File: config.mk
export PLATFORM = sky130hd
export DESIGN_NAME = capture_trigger_ctrl
export DESIGN_NICKNAME = d
export VERILOG_FILES = /design/src/rtl/capture_trigger_ctrl.sv
export SDC_FILE = /design/constraint.sdc
export NUM_CORES = 2
export LEC_CHECK = 0
export BUFFER_PORTS_ARGS = -buffer_cell sky130_fd_sc_hd__buf_2
export CORE_MARGIN = 2
export CORE_UTILIZATION = 50
export CTS_CLUSTER_SIZE = 30
export DETAILED_ROUTE_END_ITERATION = 7
export PLACE_DENSITY = 0.76
export SYNTH_ARGS = -nofsm -noshare
export SYNTH_HDL_FRONTEND = slang
export SYNTH_SLANG_ARGS = --single-unit
File: constraint.sdc
create_clock -name clk -period 4.2 [get_ports clk]
set_input_delay 0.21 -clock clk [delete_from_list [all_inputs] [get_ports clk]]
set_output_delay 0.21 -clock clk [all_outputs]
set_load 0.05 [all_outputs]
File: src/rtl/capture_trigger_ctrl.sv
// Multi-channel pre/post-trigger capture controller: circular frame history,
// qualified threshold trigger, and valid/ready readout of the captured window.
module capture_trigger_ctrl #(
    parameter  int CHANNELS           = 4,
    parameter  int DATA_W             = 16,
    parameter  int DEPTH              = 32,
    parameter  int PRE_SAMPLES        = 10,
    parameter  int POST_SAMPLES       = 20,
    parameter  int VALID_COUNT_NEEDED = 4,
    localparam int CW                 = (CHANNELS > 1) ? $clog2(CHANNELS) : 1
) (
    input  logic              clk,
    input  logic              rst,
    input  logic              arm,
    input  logic              abort,
    input  logic [DATA_W-1:0] threshold,
    input  logic [CW-1:0]     trig_chan,
    input  logic              in_valid,
    input  logic [DATA_W-1:0] in_data,
    input  logic              in_last,
    output logic              rd_valid,
    input  logic              rd_ready,
    output logic [DATA_W-1:0] rd_data,
    output logic [CW-1:0]     rd_chan,
    output logic              rd_last,
    output logic              busy,
    output logic              triggered,
    output logic              done,
    output logic              frame_err,
    output logic              overrun
);
    localparam int AW      = $clog2(DEPTH);
    localparam int MAW     = (DEPTH * CHANNELS > 1) ? $clog2(DEPTH * CHANNELS) : 1;
    localparam int TOTAL   = (PRE_SAMPLES + POST_SAMPLES) * CHANNELS;
    localparam int TW      = $clog2(TOTAL + 1);
    localparam int CMAX    = (PRE_SAMPLES > POST_SAMPLES) ? PRE_SAMPLES : POST_SAMPLES;
    localparam int FW      = $clog2(CMAX + 1);
    localparam int QW      = $clog2(VALID_COUNT_NEEDED + 1);
    localparam logic [MAW-1:0] CH_M = MAW'(CHANNELS);

    typedef enum logic [2:0] {IDLE, PREFILL, ARMED, POST, READOUT} state_t;

    state_t            state_q, state_d;
    logic [CW-1:0]     chan_q, chan_d, tchan_q, tchan_d, rd_ch_q, rd_ch_d;
    logic [AW-1:0]     wr_frame_q, wr_frame_d, rd_frame_q, rd_frame_d;
    logic [FW-1:0]     cnt_q, cnt_d;
    logic [QW-1:0]     qual_q, qual_d;
    logic [DATA_W-1:0] tsamp_q, tsamp_d;
    logic [TW-1:0]     iss_q, iss_d;
    logic              pend_q, pend_d, pend_last_q, pend_last_d;
    logic [CW-1:0]     pend_chan_q, pend_chan_d;
    logic              out_valid_q, out_valid_d, out_last_q, out_last_d;
    logic [DATA_W-1:0] out_data_q, out_data_d;
    logic [CW-1:0]     out_chan_q, out_chan_d;
    logic              trig_q, trig_d, done_q, done_d, ferr_q, ferr_d, ovr_q, ovr_d;

    logic [DATA_W-1:0] mem_q [DEPTH*CHANNELS];
    logic [DATA_W-1:0] mem_rdata_q;

    logic              we, issue, accept, commit, bad, last_chan, qualifies, move;
    logic [MAW-1:0]    waddr, raddr;
    logic [DATA_W-1:0] samp;
    logic [DATA_W:0]   sx, mag;

    always_comb begin
        state_d     = state_q;
        chan_d      = chan_q;
        tchan_d     = tchan_q;
        rd_ch_d     = rd_ch_q;
        wr_frame_d  = wr_frame_q;
        rd_frame_d  = rd_frame_q;
        cnt_d       = cnt_q;
        qual_d      = qual_q;
        tsamp_d     = tsamp_q;
        iss_d       = iss_q;
        pend_d      = pend_q;
        pend_chan_d = pend_chan_q;
        pend_last_d = pend_last_q;
        out_valid_d = out_valid_q;
        out_data_d  = out_data_q;
        out_chan_d  = out_chan_q;
        out_last_d  = out_last_q;
        trig_d      = trig_q;
        done_d      = 1'b0;
        ferr_d      = ferr_q;
        ovr_d       = ovr_q;
        we          = 1'b0;
        issue       = 1'b0;
        move        = 1'b0;

        last_chan = (chan_q == CW'(CHANNELS - 1));
        accept    = in_valid && (state_q == PREFILL || state_q == ARMED || state_q == POST);
        commit    = accept && in_last && last_chan;
        bad       = accept && (in_last != last_chan);
        waddr     = MAW'(wr_frame_q) * CH_M + MAW'(chan_q);
        raddr     = MAW'(rd_frame_q) * CH_M + MAW'(rd_ch_q);

        // Trigger channel may be the frame's final word, so bypass the latch then.
        samp      = (chan_q == tchan_q) ? in_data : tsamp_q;
        sx        = {samp[DATA_W-1], samp};
        mag       = sx[DATA_W] ? (~sx + 1'b1) : sx;
        qualifies = (mag >= {1'b0, threshold});

        if (accept) begin
            we = 1'b1;
            if (chan_q == tchan_q) tsamp_d = in_data;
            chan_d = (commit || bad) ? '0 : chan_q + 1'b1;
            if (bad) ferr_d = 1'b1;
            if (commit) wr_frame_d = wr_frame_q + 1'b1;
        end

        case (state_q)
            IDLE: begin
                if (arm && !abort) begin
                    state_d    = PREFILL;
                    chan_d     = '0;
                    wr_frame_d = '0;
                    cnt_d      = '0;
                    qual_d     = '0;
                    iss_d      = '0;
                    rd_ch_d    = '0;
                    ferr_d     = 1'b0;
                    ovr_d      = 1'b0;
                    tchan_d    = trig_chan;
                end
            end
            PREFILL: begin
                if (commit) begin
                    if (cnt_q == FW'(PRE_SAMPLES - 1)) begin
                        state_d = ARMED;
                        cnt_d   = '0;
                    end else begin
                        cnt_d = cnt_q + 1'b1;
                    end
                end
            end
            ARMED: begin
                if (commit) begin
                    if (!qualifies) begin
                        qual_d = '0;
                    end else if (qual_q == QW'(VALID_COUNT_NEEDED - 1)) begin
                        trig_d     = 1'b1;
                        rd_frame_d = wr_frame_q - AW'(PRE_SAMPLES);
                        cnt_d      = FW'(1);
                        state_d    = (POST_SAMPLES == 1) ? READOUT : POST;
                    end else begin
                        qual_d = qual_q + 1'b1;
                    end
                end
            end
            POST: begin
                if (commit) begin
                    if (cnt_q == FW'(POST_SAMPLES - 1)) state_d = READOUT;
                    else                                 cnt_d   = cnt_q + 1'b1;
                end
            end
            READOUT: begin
                if (in_valid) ovr_d = 1'b1;
                // Two-stage pipe: memory read register feeds the output register,
                // and a new read is only issued when the pending word can advance.
                move = pend_q && (!out_valid_q || rd_ready);
                if (out_valid_q && rd_ready) out_valid_d = 1'b0;
                if (move) begin
                    out_valid_d = 1'b1;
                    out_data_d  = mem_rdata_q;
                    out_chan_d  = pend_chan_q;
                    out_last_d  = pend_last_q;
                    pend_d      = 1'b0;
                end
                if (iss_q != TW'(TOTAL) && (!pend_q || move)) begin
                    issue       = 1'b1;
                    pend_d      = 1'b1;
                    pend_chan_d = rd_ch_q;
                    pend_last_d = (iss_q == TW'(TOTAL - 1));
                    iss_d       = iss_q + 1'b1;
                    if (rd_ch_q == CW'(CHANNELS - 1)) begin
                        rd_ch_d    = '0;
                        rd_frame_d = rd_frame_q + 1'b1;
                    end else begin
                        rd_ch_d = rd_ch_q + 1'b1;
                    end
                end
                if (out_valid_q && rd_ready && out_last_q) begin
                    state_d     = IDLE;
                    done_d      = 1'b1;
                    trig_d      = 1'b0;
                    out_valid_d = 1'b0;
                    pend_d      = 1'b0;
                end
            end
            default: state_d = IDLE;
        endcase

        if (abort) begin
            state_d     = IDLE;
            trig_d      = 1'b0;
            out_valid_d = 1'b0;
            pend_d      = 1'b0;
            done_d      = 1'b0;
        end
    end

    always_ff @(posedge clk or negedge rst) begin
        if (!rst) begin
            state_q     <= IDLE;
            chan_q      <= '0;
            tchan_q     <= '0;
            rd_ch_q     <= '0;
            wr_frame_q  <= '0;
            rd_frame_q  <= '0;
            cnt_q       <= '0;
            qual_q      <= '0;
            tsamp_q     <= '0;
            iss_q       <= '0;
            pend_q      <= 1'b0;
            pend_chan_q <= '0;
            pend_last_q <= 1'b0;
            out_valid_q <= 1'b0;
            out_data_q  <= '0;
            out_chan_q  <= '0;
            out_last_q  <= 1'b0;
            trig_q      <= 1'b0;
            done_q      <= 1'b0;
            ferr_q      <= 1'b0;
            ovr_q       <= 1'b0;
        end else begin
            state_q     <= state_d;
            chan_q      <= chan_d;
            tchan_q     <= tchan_d;
            rd_ch_q     <= rd_ch_d;
            wr_frame_q  <= wr_frame_d;
            rd_frame_q  <= rd_frame_d;
            cnt_q       <= cnt_d;
            qual_q      <= qual_d;
            tsamp_q     <= tsamp_d;
            iss_q       <= iss_d;
            pend_q      <= pend_d;
            pend_chan_q <= pend_chan_d;
            pend_last_q <= pend_last_d;
            out_valid_q <= out_valid_d;
            out_data_q  <= out_data_d;
            out_chan_q  <= out_chan_d;
            out_last_q  <= out_last_d;
            trig_q      <= trig_d;
            done_q      <= done_d;
            ferr_q      <= ferr_d;
            ovr_q       <= ovr_d;
        end
    end

    always_ff @(posedge clk) begin
        if (we)    mem_q[waddr] <= in_data;
        if (issue) mem_rdata_q  <= mem_q[raddr];
    end

    assign rd_valid  = out_valid_q;
    assign rd_data   = out_data_q;
    assign rd_chan   = out_chan_q;
    assign rd_last   = out_last_q;
    assign busy      = (state_q != IDLE);
    assign triggered = trig_q;
    assign done      = done_q;
    assign frame_err = ferr_q;
    assign overrun   = ovr_q;
endmodule

==> results_dict.tcl <==
set metrics [dict create \
    hold_class "in2reg" \
    area_growth_pct 13.8 \
    worstPathRequired_ps 4900 \
    final_cell_mix "edfxtp_1, mux4_2, buf_4, clkbuf_16, nor2_1" \
    die_h_um 412 \
    placed_area_sq_um 88000 \
    max_freq_mhz 249 \
    clock_sinks 2142 \
    syn-cell-area_sq_um 83300 \
    antenna_left 0 \
    initial_core_util_pct 50.5 \
    finClkSkew_ps 44.6 \
    slew_headroom_pct 18.7 \
    crit_arrival_ps 4710 \
    syn_nets 3760 \
    drt_first_pass_iters 7 \
    overflow 0 \
    rsz0062_at_grt "no" \
    critPathMaxStageDelay_ps 390 \
    clkTransAtPathRegs_ps 60 \
    crit_family "compound AO/OA/AOI/OAI gates" \
    cp_slowest_cell "dfrtp_1" \
    powerDensity_nw_per_um2 521 \
    grt_pass1_vias 41723 \
    p_leak_uw 0.0294 \
    synth_edf_count 2064 \
    die_width_um 412 \
    pin_count 66 \
    setup_viol 0 \
    final_cell_area_sq_um 94800 \
    synth-seq-cells 2142 \
    worst_pin_slew_ps 1220 \
    numCtsBuffers 200 \
    nets 4137 \
    crit_path_start_kind "flop" \
    finalMaxSlewViolations 0 \
    yosys_most_used_dff "edfxtp_1" \
    drive_above_1_share_pct 30.8 \
    timing.setup.tns_ps 0 \
    cp_common_cell "a21oi_1" \
    path_class "reg2reg" \
    grt_max_degree 130 \
    synth_cell_type_count 58 \
    ir_drop_v 0.000476 \
    clkLatencyLatePin_ps 840 \
    coreArea_sq_um 165000 \
    ys_warn_count 0 \
    rows 149 \
    die-area_sq_um 170000 \
    hpwl_mm 121 \
    dp_slack_ps 206 \
    grt_usage_pct 24.9 \
    endpoint_kind "flop" \
    port_buffers 65 \
    root_buffer "clkbuf_16" \
    wirelength_mm 210 \
    fin_ws_ps 189 \
    cts_tree "built" \
    status "finished clean" \
    clk_path_buf_depth 3 \
    async_reset_ff_share_pct 3.64 \
    cap_violations 0 \
    drc 0 \
    vias_per_cell 6.44 \
    synth_seq_area_share_pct 76.7 \
    drt_iter0_drc 6564 \
    hold_violations 0 \
    wl_per_cell_um 32.6 \
    crit_chain "xor2_1 -> nor2_2 -> mux2i_1 -> ha_1 -> and2_1 -> and3_1 -> a31oi_1 -> xor2_1 -> ha_1 -> a21o_1 -> a21oi_1 -> o221ai_1 -> and2_1 -> o31a_1 -> buf_4 -> buf_4 -> a21oi_1 -> a21oi_1" \
    antenna_found_initial 14 \
    htree_levels 4 \
    post-route-period-util_pct 95.5 \
    routabilityCongestion 0.870 \
    cp_num_buf_inv 2 \
    critPathMaxFanout 7 \
    avgSynthCellArea_sq_um 22.6 \
    vias 41355 \
    synthCells 3687 \
    holdWs_ps 67.7 \
    period_minus_slack_ps 4010 \
    grt_pass1_wl_mm 300 \
    final_common_cell "edfxtp_1" \
]
-- registers in the layout, indices dropped and copies added, names as in the netlist, 2 cells and up --
name         cells
mem_q         2048
tchan_q          2
qual_q           3
state_q          3
mem_rdata_q     16
rd_chan          2
rd_frame_q       5
rd_data         16
wr_frame_q       5
tsamp_q         16
pend_chan_q      2
iss_q            7
cnt_q            5
rd_ch_q          2
chan_q           2
-- synth_stat cells, drive strengths merged (3+ instances only) --
library cell / n / area (sq um)
clkbuf: 66 / 248
o22ai: 16 / 100
a22o: 12 / 105
nand2: 77 / 289
nor2b: 11 / 68.8
mux2: 37 / 417
xnor2: 10 / 87.6
and3: 5 / 31.3
a22oi: 39 / 293
ha: 32 / 400
o221ai: 15 / 131
nand4: 6 / 37.5
inv: 28 / 105
mux2i: 79 / 791
nor2: 169 / 639
nor4: 4 / 25.0
or3: 6 / 37.5
mux4: 604 / 13600
o41ai: 6 / 52.6
o31ai: 5 / 37.5
edfxtp: 2064 / 62000
buf: 127 / 709
o21ai: 28 / 140
a21o: 3 / 22.5
xor2: 14 / 123
nand3: 24 / 120
nand2b: 3 / 18.8
or4: 4 / 30.0
a211oi: 23 / 173
nor3: 10 / 50.1
and2: 4 / 25.0
dfrtp: 78 / 1950
nand3b: 6 / 45.0
a21oi: 50 / 250
-- per-layer routing --
metal | GRT usage [%] | share of wire, %
met1 | 33.6 | 36
met2 | 38.4 | 47
met3 | 7.52 | 13
met4 | 9.67 | 4.0
met5 | 0 | 0.036
-- metrics by stage --
stage,cells,power [uW],util (%)
after floorplan,3687,28500,-
after global placement,6025,31300,53.3
after detailed placement,6025,31500,53.3
after CTS,6420,49400,57.4
after global routing,6421,50700,57.4
final,6424,49400,57.4
-- repair_timing --
action | CTS | global route
endpoints found under the setup margin | 0 | 4
endpoints found under the hold margin | 223 | 0
buffers inserted | 0 | 1
hold buffers | 25 | 0
resized for setup | 0 | 1
-- cells by family (layout without fill, tap and decap cells) --
kind of cell | count (synthesis) | count (layout) | synth area share (%)
DFF | 2142 | 2142 | 76.7
muxes | 720 | 720 | 17.8
and+or+nand+nor | 336 | 336 | 1.78
buffers and inverters | 221 | 766 | 1.27
AOI/OAI and AO/OA | 212 | 212 | 1.73
adders and majority gates | 32 | 32 | 0.480
xor gates and xnor gates | 24 | 24 | 0.252
other | 0 | 3 | 0
-- where the power goes --
group,switching (uW),internal (uW),total [uW]
registers,430,23700,24100
logic,4210,2880,7100
clock network,7890,10200,18100
-- worst paths after layout --
kind                                         startpoint                         to  slack, ps  cells after the start
worst min-delay path                         in_data[4]     mem_q[73][4]$_DFFE_PP_         70                      2
min in group asynchronous                           rst       cnt_q[1]$_DFFE_PN0P_        420                      4
worst min register to register  pend_last_q$_DFFE_PN0P_    pend_last_q$_DFFE_PN0P_        480                      2
worst max register to register   tchan_q[1]$_DFFE_PN0P_  rd_frame_q[4]$_DFFE_PN0P_        190                     18
max in group asynchronous                           rst  rd_frame_q[1]$_DFFE_PN0P_       3030                      4
worst max-delay path             tchan_q[1]$_DFFE_PN0P_  rd_frame_q[4]$_DFFE_PN0P_        190                     18
-- layout make-up --
class	count	area, sq um
fill	11552	70300
sequential	2142	63900
multi-input combinational	1324	18400
clock buffer	256	5310
timing repair buffer	368	3090
tap	2189	2740
clock inverter	114	1210
inverter	28	105
antenna	3	7.51
Note: power is estimated with default switching activity, not from simulation.
